$ cat src/rtl/mic3_adc_responder_pkg.sv
// mic3_adc_responder_pkg: shared frame geometry, FSM encoding and synchroniser reset level
package mic3_adc_responder_pkg;
    localparam int   DATA_W_DEF     = 12;
    localparam int   LEAD_ZEROS_DEF = 4;
    localparam int   FRAME_W        = LEAD_ZEROS_DEF + DATA_W_DEF;
    localparam logic SYNC_RST       = 1'b1;
    typedef enum logic [1:0] {IDLE, SHIFT, DONE} state_e;
endpackage

$ cat src/rtl/mic3_adc_responder_sync_edge_detect.sv
// mic3_adc_responder_sync_edge_detect: synchronise an async pin and flag its rising/falling edges
module mic3_adc_responder_sync_edge_detect
    import mic3_adc_responder_pkg::*;
#(
    parameter int STAGES = 2
) (
    input  logic clock,
    input  logic rst_n,
    input  logic d_i,
    output logic rise_o,
    output logic fall_o
);
    logic [STAGES-1:0] sync_q;
    logic              prev_q;

    always_ff @(posedge clock or negedge rst_n) begin
        if (!rst_n) begin
            sync_q <= {STAGES{SYNC_RST}};
            prev_q <= SYNC_RST;
        end else begin
            sync_q <= {sync_q[STAGES-2:0], d_i};
            prev_q <= sync_q[STAGES-1];
        end
    end

    assign rise_o = sync_q[STAGES-1] & ~prev_q;
    assign fall_o = ~sync_q[STAGES-1] & prev_q;
endmodule

$ cat src/rtl/mic3_adc_responder.sv
// mic3_adc_responder: Pmod MIC3 ADC slave model, sends {LEAD_ZEROS zeros, sample} MSB first on MISO
module mic3_adc_responder
    import mic3_adc_responder_pkg::*;
#(
    parameter int DATA_W      = DATA_W_DEF,
    parameter int LEAD_ZEROS  = LEAD_ZEROS_DEF,
    parameter int SYNC_STAGES = 2
) (
    input  logic              clock,
    input  logic              rst_n,
    input  logic              cs_n,
    input  logic              sclk,
    output logic              miso,
    output logic              miso_oe,
    input  logic [DATA_W-1:0] sample_in,
    input  logic              sample_load,
    output logic              busy,
    output logic              frame_done,
    output logic              frame_abort,
    output logic              stale
);
    localparam int FW = LEAD_ZEROS + DATA_W;
    localparam int CW = $clog2(FW);

    logic cs_rise, cs_fall, sclk_rise, sclk_fall;
    state_e            state_q, state_d;
    logic [FW-1:0]     shift_q, shift_d;
    logic [CW-1:0]     cnt_q, cnt_d;
    logic [DATA_W-1:0] hold_q, hold_d;
    logic fresh_q, fresh_d, done_q, done_d, abort_q, abort_d, stale_q, stale_d;

    mic3_adc_responder_sync_edge_detect #(.STAGES(SYNC_STAGES)) u_cs (
        .clock(clock), .rst_n(rst_n), .d_i(cs_n), .rise_o(cs_rise), .fall_o(cs_fall)
    );
    mic3_adc_responder_sync_edge_detect #(.STAGES(SYNC_STAGES)) u_sclk (
        .clock(clock), .rst_n(rst_n), .d_i(sclk), .rise_o(sclk_rise), .fall_o(sclk_fall)
    );

    always_comb begin
        state_d = state_q;
        shift_d = shift_q;
        cnt_d   = cnt_q;
        hold_d  = sample_load ? sample_in : hold_q;
        fresh_d = fresh_q;
        done_d  = 1'b0;
        abort_d = 1'b0;
        stale_d = 1'b0;
        case (state_q)
            IDLE: if (cs_fall) begin
                state_d = SHIFT;
                shift_d = {{LEAD_ZEROS{1'b0}}, hold_q};
                cnt_d   = '0;
                fresh_d = 1'b0;
                stale_d = ~fresh_q;
            end
            SHIFT: if (cs_rise) begin
                state_d = IDLE;
                abort_d = 1'b1;
            end else if (sclk_fall) begin
                shift_d = shift_q << 1;
                cnt_d   = cnt_q + 1'b1;
                if (cnt_q == CW'(FW - 1)) begin
                    state_d = DONE;
                    done_d  = 1'b1;
                end
            end
            DONE: if (cs_rise) state_d = IDLE;
            default: state_d = IDLE;
        endcase
        // a load coinciding with capture still counts as fresh for the next frame
        if (sample_load) fresh_d = 1'b1;
    end

    always_ff @(posedge clock or negedge rst_n) begin
        if (!rst_n) begin
            state_q <= IDLE;
            shift_q <= '0;
            cnt_q   <= '0;
            hold_q  <= '0;
            fresh_q <= 1'b0;
            done_q  <= 1'b0;
            abort_q <= 1'b0;
            stale_q <= 1'b0;
        end else begin
            state_q <= state_d;
            shift_q <= shift_d;
            cnt_q   <= cnt_d;
            hold_q  <= hold_d;
            fresh_q <= fresh_d;
            done_q  <= done_d;
            abort_q <= abort_d;
            stale_q <= stale_d;
        end
    end

    // sclk rising edges carry no action: the master samples on them
    logic unused_ok;
    assign unused_ok   = sclk_rise;
    assign busy        = state_q != IDLE;
    assign miso_oe     = busy;
    assign miso        = (state_q == SHIFT) & shift_q[FW-1];
    assign frame_done  = done_q;
    assign frame_abort = abort_q;
    assign stale       = stale_q;
endmodule

$ cat config.mk
export PLATFORM = sky130hd
export DESIGN_NAME = mic3_adc_responder
export DESIGN_NICKNAME = d
export VERILOG_FILES = /design/src/rtl/mic3_adc_responder_pkg.sv /design/src/rtl/mic3_adc_responder_sync_edge_detect.sv /design/src/rtl/mic3_adc_responder.sv
export SDC_FILE = /design/constraint.sdc
export NUM_CORES = 1
export LEC_CHECK = 0
export ABC_AREA = 1
export ABC_CLOCK_PERIOD_IN_PS = 3750
export CORE_ASPECT_RATIO = 0.9
export CORE_MARGIN = 1
export CORE_UTILIZATION = 59
export CTS_CLUSTER_DIAMETER = 40
export DETAILED_ROUTE_END_ITERATION = 8
export PLACE_DENSITY = 0.84
export SLEW_MARGIN = 20
export SYNTH_ARGS = -nofsm -noshare
export SYNTH_HDL_FRONTEND = slang
export SYNTH_SLANG_ARGS = --single-unit
export TNS_END_PERCENT = 100
$ cat constraint.sdc
create_clock -name clock -period 3.75 [get_ports clock]
set_input_delay 0.9375 -clock clock [delete_from_list [all_inputs] [get_ports clock]]
set_output_delay 0.9375 -clock clock [all_outputs]
set_load 0.02 [all_outputs]
==> summary.md <==
| Metric | Value |
|---|---|
| Post-route minimum period | `3.09 ns` |
| Syn_nets | `241` |
| Slew Viols, Final | `0` |
| Ys async rst share | `100%` |
| Finished Cell Area | `2210 µm²` |
| Clock power frac | `24.7%` |
| Outcome | `finished, final reports clean` |
| Post-cts sizing count | `0` |
| Arrival @ worst endpoint | `2.15 ns` |
| Top post-synthesis cells by count | `70 x nand2_1, 38 x dfrtp_1, 28 x o21ai_0` |
| Die Ht | `56.2 µm` |
| Share of layout cells above drive strength 1 | `9.05%` |
| Worst path max stage delay | `0.60 ns` |
| Type of the most critical hold path | `flip-flop to flip-flop` |
| Setup CP Type | `flip-flop to output pin` |
| Worst rel slew slack | `38.4%` |
| # rows | `19` |
| Fin. Hold Viols | `0` |
| Worst clock skew | `0.00546 ns` |
| Max Freq | `323 MHz` |
| Worst path bufs/invs | `2` |
| Routed Antenna Nets | `0` |
| Area of the multi-input gates | `658 µm²` |
| Psw | `0.362 mW` |
| Synth cell types | `23` |
| Remaining Overflow, GRT | `0` |
| Post-Synthesis Cell Area | `1930 µm²` |
| Worst VDD drop | `0.000342 V` |
| Skew-Pair Late Insertion Delay | `0.36 ns` |
| Synthesis-stage register bit count | `44` |
| Number of post-CTS setup repair buffers | `0` |
| Total Wirelength | `3.04 mm` |
| Synth area leaders | `dfrtp_1 49%, nand2_1 14%, dfstp_2 8.2%` |
| CTS tree | `yes` |
| Initial antenna violation count | `0` |
| First-pass GRT wire length | `5.53 mm` |
| Fill count | `267` |
| Die W | `62.3 µm` |
| GRT Total Usage | `20.9%` |
| Sequential share of power | `52.8%` |
| Family with the most delay on the worst path | `buffers and inverters` |
| Most frequent cell after synthesis | `nand2_1` |
| Initial DRC Count | `49` |
| Final setup fails | `0` |
| Hpwl dp | `1.99 mm` |
| DP Area | `2140 µm²` |
| Power Density | `527 nW/µm²` |
| Actual slew at the worst max-slew pin | `0.924 ns` |
| CP max FO | `26` |
| Detailed-route DRC error count | `0` |
| CTS Buf Count | `5` |
| Avg Cell Area, Syn | `8.65 µm²` |
| Yosys top cell by area | `dfrtp_1` |
| Die area | `3500 µm²` |
| Share of the synthesized area in the top cell type | `49.3%` |
| Placer Congestion | `0.759` |
| Vias in the first global route | `1,315` |
| Root Buffer | `clkbuf_4` |
| Initial Utilization | `62.4%` |
| Htree depth | `2` |
| Seq/Total Area, Yosys | `57.5%` |
| Max_cap viols | `0` |
| Layout Nets | `260` |
| Cell Chain, Critical Path | `nor2_4 -> inv_2 -> nor2_1 -> clkdlybuf4s50_1` |
| Synth Flop Type | `dfrtp_1` |
| Core area | `3090 µm²` |
| Drt pass-1 iters | `4` |
| Combinational share of power | `22.5%` |
| Crit-path slowest cell | `clkdlybuf4s50_1` |
| Post-DR wirelength/cell | `10.7 µm` |
| Core Util, Final | `71.6%` |
| Synth Warn # | `0` |
| Vias | `1,393` |
| Diode count | `0` |
| Period utilisation layout | `82.4%` |
| Register area | `1110 µm²` |
| WP data required | `2.81 ns` |
| Int Pwr | `0.804 mW` |
| Fin Hold WS | `0.362 ns` |
| LEAKAGE | `1.10 nW` |
| Crit end category | `output pin` |
| Io pins | `23` |
| # clock sinks | `44` |
| CTS max path bufs | `2` |
| Number of synthesized flops with an enable pin | `0` |
| Largest net degree at the start of global routing | `45` |
| Cell count after synthesis | `223` |
| Placed insts | `277` |
| CP Launch Type | `flip-flop` |
| Post-CTS Hold Fix Bufs | `0` |
| Port bufs | `22` |
| Switching portion of total power | `31.0%` |
| Final Non-Filler Cells | `285` |
| Setup tns final | `0 ns` |
| Via/cell ratio | `4.89` |
| Area delta synth->final | `14.7%` |
| RSZ-0062 raised after global routing | `false` |
| Worst-path clk slew | `0.12 ns` |
metal layers:
metal | global-route usage (%) | wire length [µm] | share of wire [%]
met3 | 8.61 | 133 | 4.4
met5 | 0 | 0 | 0
met1 | 25.7 | 1480 | 49
met2 | 33.9 | 1380 | 45
met4 | 5.98 | 42 | 1.4
stage by stage:
stage / power, mW / worst slack, ns
6_report: 1.17 / 0.659
4_1_cts: 1.17 / 0.652
3_5_place_dp: 0.890 / 1.06
2_1_floorplan: 0.823 / 1.83
5_1_grt: 1.24 / 0.487
3_3_place_gp: 0.879 / 1.09
worst reg2reg max path, delay by kind of cell (launching register included):
kind / cells / cell delay (ns)
DFF: 1 / 0.45
and+or+nand+nor: 6 / 1.13
layout by cell type, fill, tap and decap left out:
| cell | count |
|---|---|
| nand3_1 | 4 |
| inv_2 | 2 |
| dfstp_2 | 6 |
| dfrtp_1 | 38 |
| mux2_2 | 1 |
| o21ai_0 | 28 |
| nor2_4 | 1 |
| nand4_1 | 1 |
| nor2_8 | 1 |
| xnor2_1 | 1 |
| nand2_1 | 70 |
| clkinv_2 | 1 |
| o21bai_1 | 1 |
| o21ai_1 | 14 |
| clkbuf_1 | 1 |
| clkbuf_4 | 5 |
| nand2_2 | 2 |
| ha_1 | 1 |
| nor2_1 | 15 |
| inv_1 | 25 |
| a21o_1 | 1 |
| bufinv_16 | 1 |
| buf_2 | 1 |
| clkdlybuf4s50_1 | 21 |
| nand2_4 | 1 |
state kept, by name (all words and copies together) (netlist names), 2 cells and up:
register,flops
shift_q,16
cnt_q,4
hold_q,12
state_q,2
u_sclk.sync_q,2
u_cs.sync_q,2
area by class of cell:
type	count	area share, %
sequential	44	50.1
multi-input combinational	142	29.8
timing repair buffer	22	9.73
inverter	27	4.58
tap	42	2.38
clock buffer	6	1.87
clock inverter	2	1.58
final timing paths:
path,startpoint,endpoint,slack [ns],cells past startpoint
max,state_q[1],miso,0.66,4
min,u_cs.sync_q[0],u_cs.sync_q[1],0.36,0
max reg2reg,state_q[1],shift_q[9],2.07,6
min reg2reg,u_cs.sync_q[0],u_cs.sync_q[1],0.36,0
max in group asynchronous,rst_n,hold_q[0],2.48,1
min in group asynchronous,rst_n,cnt_q[0],0.70,1
kinds of logic after synthesis:
group	after synthesis	share of synthesized area, %
AND/OR/NAND/NOR	95	20.8
AO/OA/AOI/OAI	44	11.7
flip-flops	44	57.5
buffers and inverters	37	8.37
XOR/XNOR	1	0.454
multiplexers	1	0.584
adder cells (fa/ha/maj)	1	0.649
power groups by stage:
stage | logic, mW | registers (mW) | clock network, mW
after global placement | 0.257 | 0.622 | 0
after global routing | 0.302 | 0.627 | 0.313
after CTS | 0.267 | 0.616 | 0.292
after detailed placement | 0.266 | 0.625 | 0
after floorplan | 0.208 | 0.614 | 0
final | 0.263 | 0.616 | 0.288
(Power assumes the default switching activity.)
